## config.mk

```make
export PLATFORM = sky130hd
export DESIGN_NAME = if_fetch_queue
export DESIGN_NICKNAME = d
export VERILOG_FILES = /design/src/rtl/if_fetch_queue.sv
export SDC_FILE = /design/constraint.sdc
export NUM_CORES = 1
export LEC_CHECK = 0
export CAP_MARGIN = 15
export CORE_AREA = 8 8 152 154
export CTS_CLUSTER_SIZE = 8
export DETAILED_ROUTE_END_ITERATION = 10
export DIE_AREA = 0 0 160 162
export GPL_ROUTABILITY_DRIVEN = 1
export PLACE_DENSITY = 0.87
export SYNTH_ARGS = -nofsm -noshare
export SYNTH_HDL_FRONTEND = slang
export SYNTH_SLANG_ARGS = --single-unit
export TNS_END_PERCENT = 30
```

## constraint.sdc

```tcl
create_clock -name clk_i -period 3.4 [get_ports clk_i]
set_input_delay 0.68 -clock clk_i [delete_from_list [all_inputs] [get_ports clk_i]]
set_output_delay 0.68 -clock clk_i [all_outputs]
set_load 0.03 [all_outputs]
```

## src/rtl/if_fetch_queue.sv

```systemverilog
// Show-ahead instruction fetch queue between the IF and ID stages, flushed on a taken branch.
// Define IFQ_BYPASS_EN to let an instruction pass straight through an empty queue when it is pushed and popped in the same cycle.
module if_fetch_queue #(
  parameter int unsigned DEPTH = 4,
  parameter int unsigned WIDTH = 32
) (
  input  logic                    clk_i,
  input  logic                    rst_i,
  input  logic                    flush_i,
  input  logic                    push_i,
  input  logic [WIDTH-1:0]        pc_i,
  input  logic [WIDTH-1:0]        instr_i,
  output logic                    full_o,
  input  logic                    pop_i,
  output logic                    valid_o,
  output logic [WIDTH-1:0]        pc_o,
  output logic [WIDTH-1:0]        pc_plus4_o,
  output logic [WIDTH-1:0]        instr_o,
  output logic [$clog2(DEPTH):0]  count_o
);

  localparam int unsigned AW       = $clog2(DEPTH);
  localparam logic [AW:0] FULL_CNT = (AW+1)'(DEPTH);

  logic [WIDTH-1:0] pc_mem    [DEPTH];
  logic [WIDTH-1:0] instr_mem [DEPTH];
  logic [AW-1:0]    wr_ptr, rd_ptr;
  logic [AW:0]      count;

  logic stored, bypass, pop_eff, push_acc;

  always_comb begin
    stored = (count != '0);
`ifdef IFQ_BYPASS_EN
    bypass = !stored && push_i && pop_i && !flush_i;
`else
    bypass = 1'b0;
`endif
    pop_eff  = pop_i && stored;
    // A bypassed instruction is consumed directly, so it must not also be stored.
    push_acc = push_i && !bypass && ((count != FULL_CNT) || pop_eff);
  end

  always_comb begin
    pc_o    = '0;
    instr_o = '0;
    if (stored) begin
      pc_o    = pc_mem[rd_ptr];
      instr_o = instr_mem[rd_ptr];
    end else if (bypass) begin
      pc_o    = pc_i;
      instr_o = instr_i;
    end
    valid_o    = stored || bypass;
    pc_plus4_o = pc_o + WIDTH'(4);
    full_o     = (count == FULL_CNT);
    count_o    = count;
  end

  always_ff @(posedge clk_i) begin
    if (push_acc) begin
      pc_mem[wr_ptr]    <= pc_i;
      instr_mem[wr_ptr] <= instr_i;
    end
  end

  always_ff @(posedge clk_i) begin
    if (rst_i || flush_i) begin
      count  <= '0;
      wr_ptr <= '0;
      rd_ptr <= '0;
    end else begin
      if (push_acc) wr_ptr <= wr_ptr + AW'(1);
      if (pop_eff)  rd_ptr <= rd_ptr + AW'(1);
      case ({push_acc, pop_eff})
        2'b10:   count <= count + (AW+1)'(1);
        2'b01:   count <= count - (AW+1)'(1);
        default: count <= count;
      endcase
    end
  end

endmodule

```

Word level (Yosys, flattened, before mapping)
Memories as Yosys holds them, arrays and structs flattened. A register that Yosys moved wholly into a read port is not among the register bits. Index checks and enable logic that the tools add are counted.

Bits in registers: 7. RAM bits: 256. Bits of input ports: 69. Output and inout port bits: 101. Memories kept: 2.

Memories: instr_mem (depth 4, width 32, rd ports 1, clocked after memory_dff 1, wr ports 1, line 26) `logic [WIDTH-1:0] instr_mem [DEPTH];`; pc_mem (depth 4, width 32, rd ports 1, clocked after memory_dff 1, wr ports 1, line 25) `logic [WIDTH-1:0] pc_mem [DEPTH];`.

$add $sub $neg: 5. Equal/unequal tests: 4. Mux-type cells: 9. Reductions and logical operators: 6.

Operators with widths (count): $mux W32 (2); $add A32 B3 Y32 const B (1); $mux W2 (4); $pmux W3 S2 (1); $add A2 B1 Y2 const B (2); $add A3 B1 Y3 const B (1); $eq A3 B3 Y1 const B (1); $ne A3 B3 Y1 const B (1); $reduce_bool A3 Y1 (1); $sub A3 B1 Y3 const B (1); $eq A2 B1 Y1 const B (1); $eq A2 B2 Y1 const B (1); $logic_and A1 B1 Y1 (2); $logic_or A1 B1 Y1 (2); $mux W1 (2); $reduce_bool A2 Y1 (1).

Logic depth before layout (Yosys ltp)
Word-level depth: 6. Mapped depth: 12. Depth with buffers taken out: 9.

Worst setup path before layout
No wires, ideal clock.

Path type: flip-flop to output port. Start: register count[2], in the netlist count_o[2]. End: output pc_plus4_o[24]. Arrival: 3.312 ns. Required time: 2.720 ns. Setup slack: -0.592 ns. Cell stages (with the launch flop): 13. Cell sequence: dfxtp_1 nor3_1 inv_2 buf_2 clkbuf_1 nand2_1 inv_1 ha_1 and4_1 buf_2 and3_1 and3b_1 xnor2_1.

Word-level cells in the longest chain between the ends: 3.

Ends and longest elaborated chain: start, declared (line 28) `logic [AW:0] count;`; start signal, assigned (line 76) `2'b10: count <= count + (AW+1)'(1);`; start signal, assigned (line 77) `2'b01: count <= count - (AW+1)'(1);`; start signal, assigned (line 78) `default: count <= count;`; $reduce_bool A3 Y1 (line 33) `stored = (count != '0);`; $mux W32 (line 47) `if (stored) begin`; via pc_o[2] (line 16) `output logic [WIDTH-1:0] pc_o,`; $add A32 B3 Y32 (line 55) `pc_plus4_o = pc_o + WIDTH'(4);`; end, declared (line 17) `output logic [WIDTH-1:0] pc_plus4_o,`.

The timed path passes the listed nets, and every way through them passes these cells.

==> flow_summary.json <==
{
  "grt.met2_usage_pct": 32.18,
  "crit_arrival_ns": 2.77,
  "avgViaCountPerCell": 5.666,
  "clkLatencyLatePin_ns": 0.50,
  "met3_usage_pct": 5.973,
  "synth_top_family_by_area": "multiplexers",
  "grt_max_degree": 65,
  "peakVddDrop_uv": 453.1,
  "drv_cap": 0,
  "violations": "negative setup slack",
  "nNetsFinal": 861,
  "synth_seq_cells": 265,
  "syn_inst": 570,
  "ios": 170,
  "cts_buffers": 39,
  "fin_crit_sh_pct": 101.6,
  "drv_slew": 0,
  "die_h_microns": 162,
  "grt_pass1_wl_mm": 38.33,
  "clk_path_buf_depth": 3,
  "switching_share_pct": 21.22,
  "hold_class": "flip-flop to flip-flop",
  "rows": 53,
  "rsz0062_at_grt": "yes",
  "wl_mm": 24.66,
  "coreArea_sq_um": 20690,
  "clkTransAtPathRegs_ns": 0.05,
  "grt-ovfl-total": 0,
  "max_freq_ghz": 0.2894,
  "syn_avg_cell_area_sq_um": 19.23,
  "htreeDepth": 2,
  "cp-start-kind": "flip-flop",
  "dieArea_sq_um": 25920,
  "clockRootBuffer": "clkbuf_16",
  "period_minus_slack_ns": 3.455,
  "grt_busiest_layer": "met2",
  "first_pass_iters": 5,
  "final_cell_mix": "edfxtp_1 (256), clkdlybuf4s50_1 (121), and2_1 (57), mux4_2 (52), buf_4 (44)",
  "worstSetupPathType": "flip-flop to output pin",
  "num_vias": 6051,
  "finalWorstSetupSlack_ns": -0.05493,
  "yosysWarnings": 0,
  "yosys.area_share.xor_xnor_pct": 2.717,
  "fin_area_sq_um": 14340,
  "crit_required_ns": 2.72,
  "fill_cells": 1277,
  "netlist_area_sq_um": 10960,
  "setup_viol": 3,
  "drive_gt1_share_pct": 24.84,
  "slew_headroom_pct": 72.00,
  "ys.flop_type": "edfxtp_1",
  "grt_pass1_vias": 6730,
  "port_buffers": 169,
  "routedWlPerCell_microns": 23.09,
  "antenna_found_initial": 2,
  "outcome": "finished, violations left",
  "pwr-share-comb_pct": 9.0,
  "p_int_uw": 6018,
  "final_common_cell": "edfxtp_1",
  "die_x_microns": 160,
  "p_leak_uw": 0.005133,
  "hpwl_mm": 16.18,
  "final_core_util_pct": 69.31,
  "area_delta_synth_final_pct": 30.85,
  "seq_area_sq_um": 7879,
  "synth-compound-area-share_pct": 0.4795,
  "grt_use_met1_pct": 23.03,
  "seq_power_share_pct": 48.5,
  "cp_max_fo": 7,
  "multiInputGateArea_sq_um": 3010,
  "initial_utilization_pct": 52.97,
  "setup_tns_ns": -0.07988,
  "synth_fa_ha_area_share_pct": 0.7535,
  "drc_errors": 0,
  "hold_viol": 0,
  "tritoncts": "done",
  "synth.mux.area_fraction_pct": 14.34,
  "power_density_nw_per_um2": 532.7,
  "p_clk_share_pct": 42.5,
  "grt_use_total_pct": 18.98,
  "synthDistinctLibCells": 45,
  "clock_skew_ns": 0.02211,
  "ant_nets": 0,
  "synthSimpleGateAreaFrac_pct": 7.946,
  "place_area_sq_um": 13100,
  "cts_num_sinks": 265,
  "drtIter0Drc": 496,
  "end_kind": "output pin",
  "ys_async_sr_fraction_pct": 0,
  "gp_congestion": 0.8468,
  "antennaDiodeCount": 0,
  "synth_edf_count": 256,
  "max_slew.worst_pin.slew_ns": 0.4200,
  "synth.net_count": 645,
  "ys_seq_area_share_pct": 71.79,
  "power.switching_uw": 1621
}
==> cells in the mapped netlist, types with 5 or more instances <==
library cell | count | area (sq um)
buf_4 | 5 | 37.54
nand2_1 | 27 | 101.4
inv_1 | 11 | 41.29
buf_2 | 6 | 30.03
mux4_2 | 46 | 1036
edfxtp_1 | 256 | 7687
nand3_1 | 8 | 40.04
xnor2_1 | 18 | 157.7
nor2_1 | 21 | 78.83
and2_1 | 63 | 394.1
ha_1 | 5 | 62.56
xor2_1 | 16 | 140.1
mux4_1 | 20 | 525.5
nand4_1 | 8 | 50.05
clkbuf_1 | 12 | 45.04
dfxtp_1 | 9 | 180.2
==> path summary, 6_finish.rpt <==
path                    end  slack, ns  depth (start not counted)       start
max          pc_plus4_o[30]      -0.05                          8   flip-flop
min               flip-flop       0.53                          2   rd_ptr[1]
max reg2reg      count_o[2]       0.83                          9  count_o[2]
min reg2reg       flip-flop       0.53                          2   rd_ptr[1]
==> layer usage <==
metal / up-vias / part of all wire (%) / routed length [microns]
met4: 4 / 2.0 / 499
met2: 280 / 50 / 12370
met5: - / 0.089 / 22
met3: 46 / 7.9 / 1944
met1: 3060 / 40 / 9820
li1: 2661 / - / -
==> repair_timing <==
action	4_1_cts	5_1_grt
endpoints found under the hold margin	0	0
resized for setup	37	20
hold buffers	0	0
pin swaps	9	3
setup endpoints to repair	43	29
buffers inserted	14	1
==> layout make-up <==
class | count | share of cell area [%]
Inverter | 12 | 0.3141
Clock inverter | 3 | 0.1396
Timing Repair Buffer | 203 | 14.25
Multi-Input combinational cell | 265 | 20.99
Sequential cell | 265 | 54.94
Tap cell | 275 | 2.399
Clock buffer | 45 | 6.963
==> critical path: stages (launching register included) <==
cell,delay [ns]
dfxtp_4,0.42
buf_6,0.15
mux4_2,0.54
and2_4,0.19
and4_4,0.22
and4_1,0.27
nand3b_1,0.20
xnor2_4,0.14
buf_6,0.15
==> state kept, by name, indices dropped and copies added, names as in the netlist, named ones only <==
signal	cells
rd_ptr	2
pc_mem	128
instr_mem	128
wr_ptr	2
count_o	3
==> kinds of logic after synthesis <==
group | after synthesis
multiplexers | 67
buffers and inverters | 40
AND/OR/NAND/NOR | 151
AO/OA/AOI/OAI | 7
flip-flops | 265
adder cells (fa/ha/maj) | 6
XOR/XNOR | 34
==> stage by stage <==
stage / cells / hold WS (ns) / setup slack (ns) / total power [uW]
after global routing: 1068 / 0.5439 / -0.1738 / 7886
after detailed placement: 1005 / 0.5190 / 0.1499 / 4440
after CTS: 1067 / 0.5286 / -0.06153 / 7707
after global placement: 1005 / 0.5116 / 0.1917 / 4411
final: 1068 / 0.5284 / -0.05493 / 7640
after floorplan: 570 / 0.4847 / 0.01622 / 4120
==> power groups by stage <==
stage | combinational (uW) | clock (uW) | sequential [uW]
after floorplan | 360 | 0 | 3760
after global placement | 658 | 0 | 3750
after detailed placement | 679 | 0 | 3760
after CTS | 694 | 3310 | 3700
after global routing | 731 | 3450 | 3710
final | 691 | 3250 | 3700
Note: power is estimated with default switching activity, not from simulation.
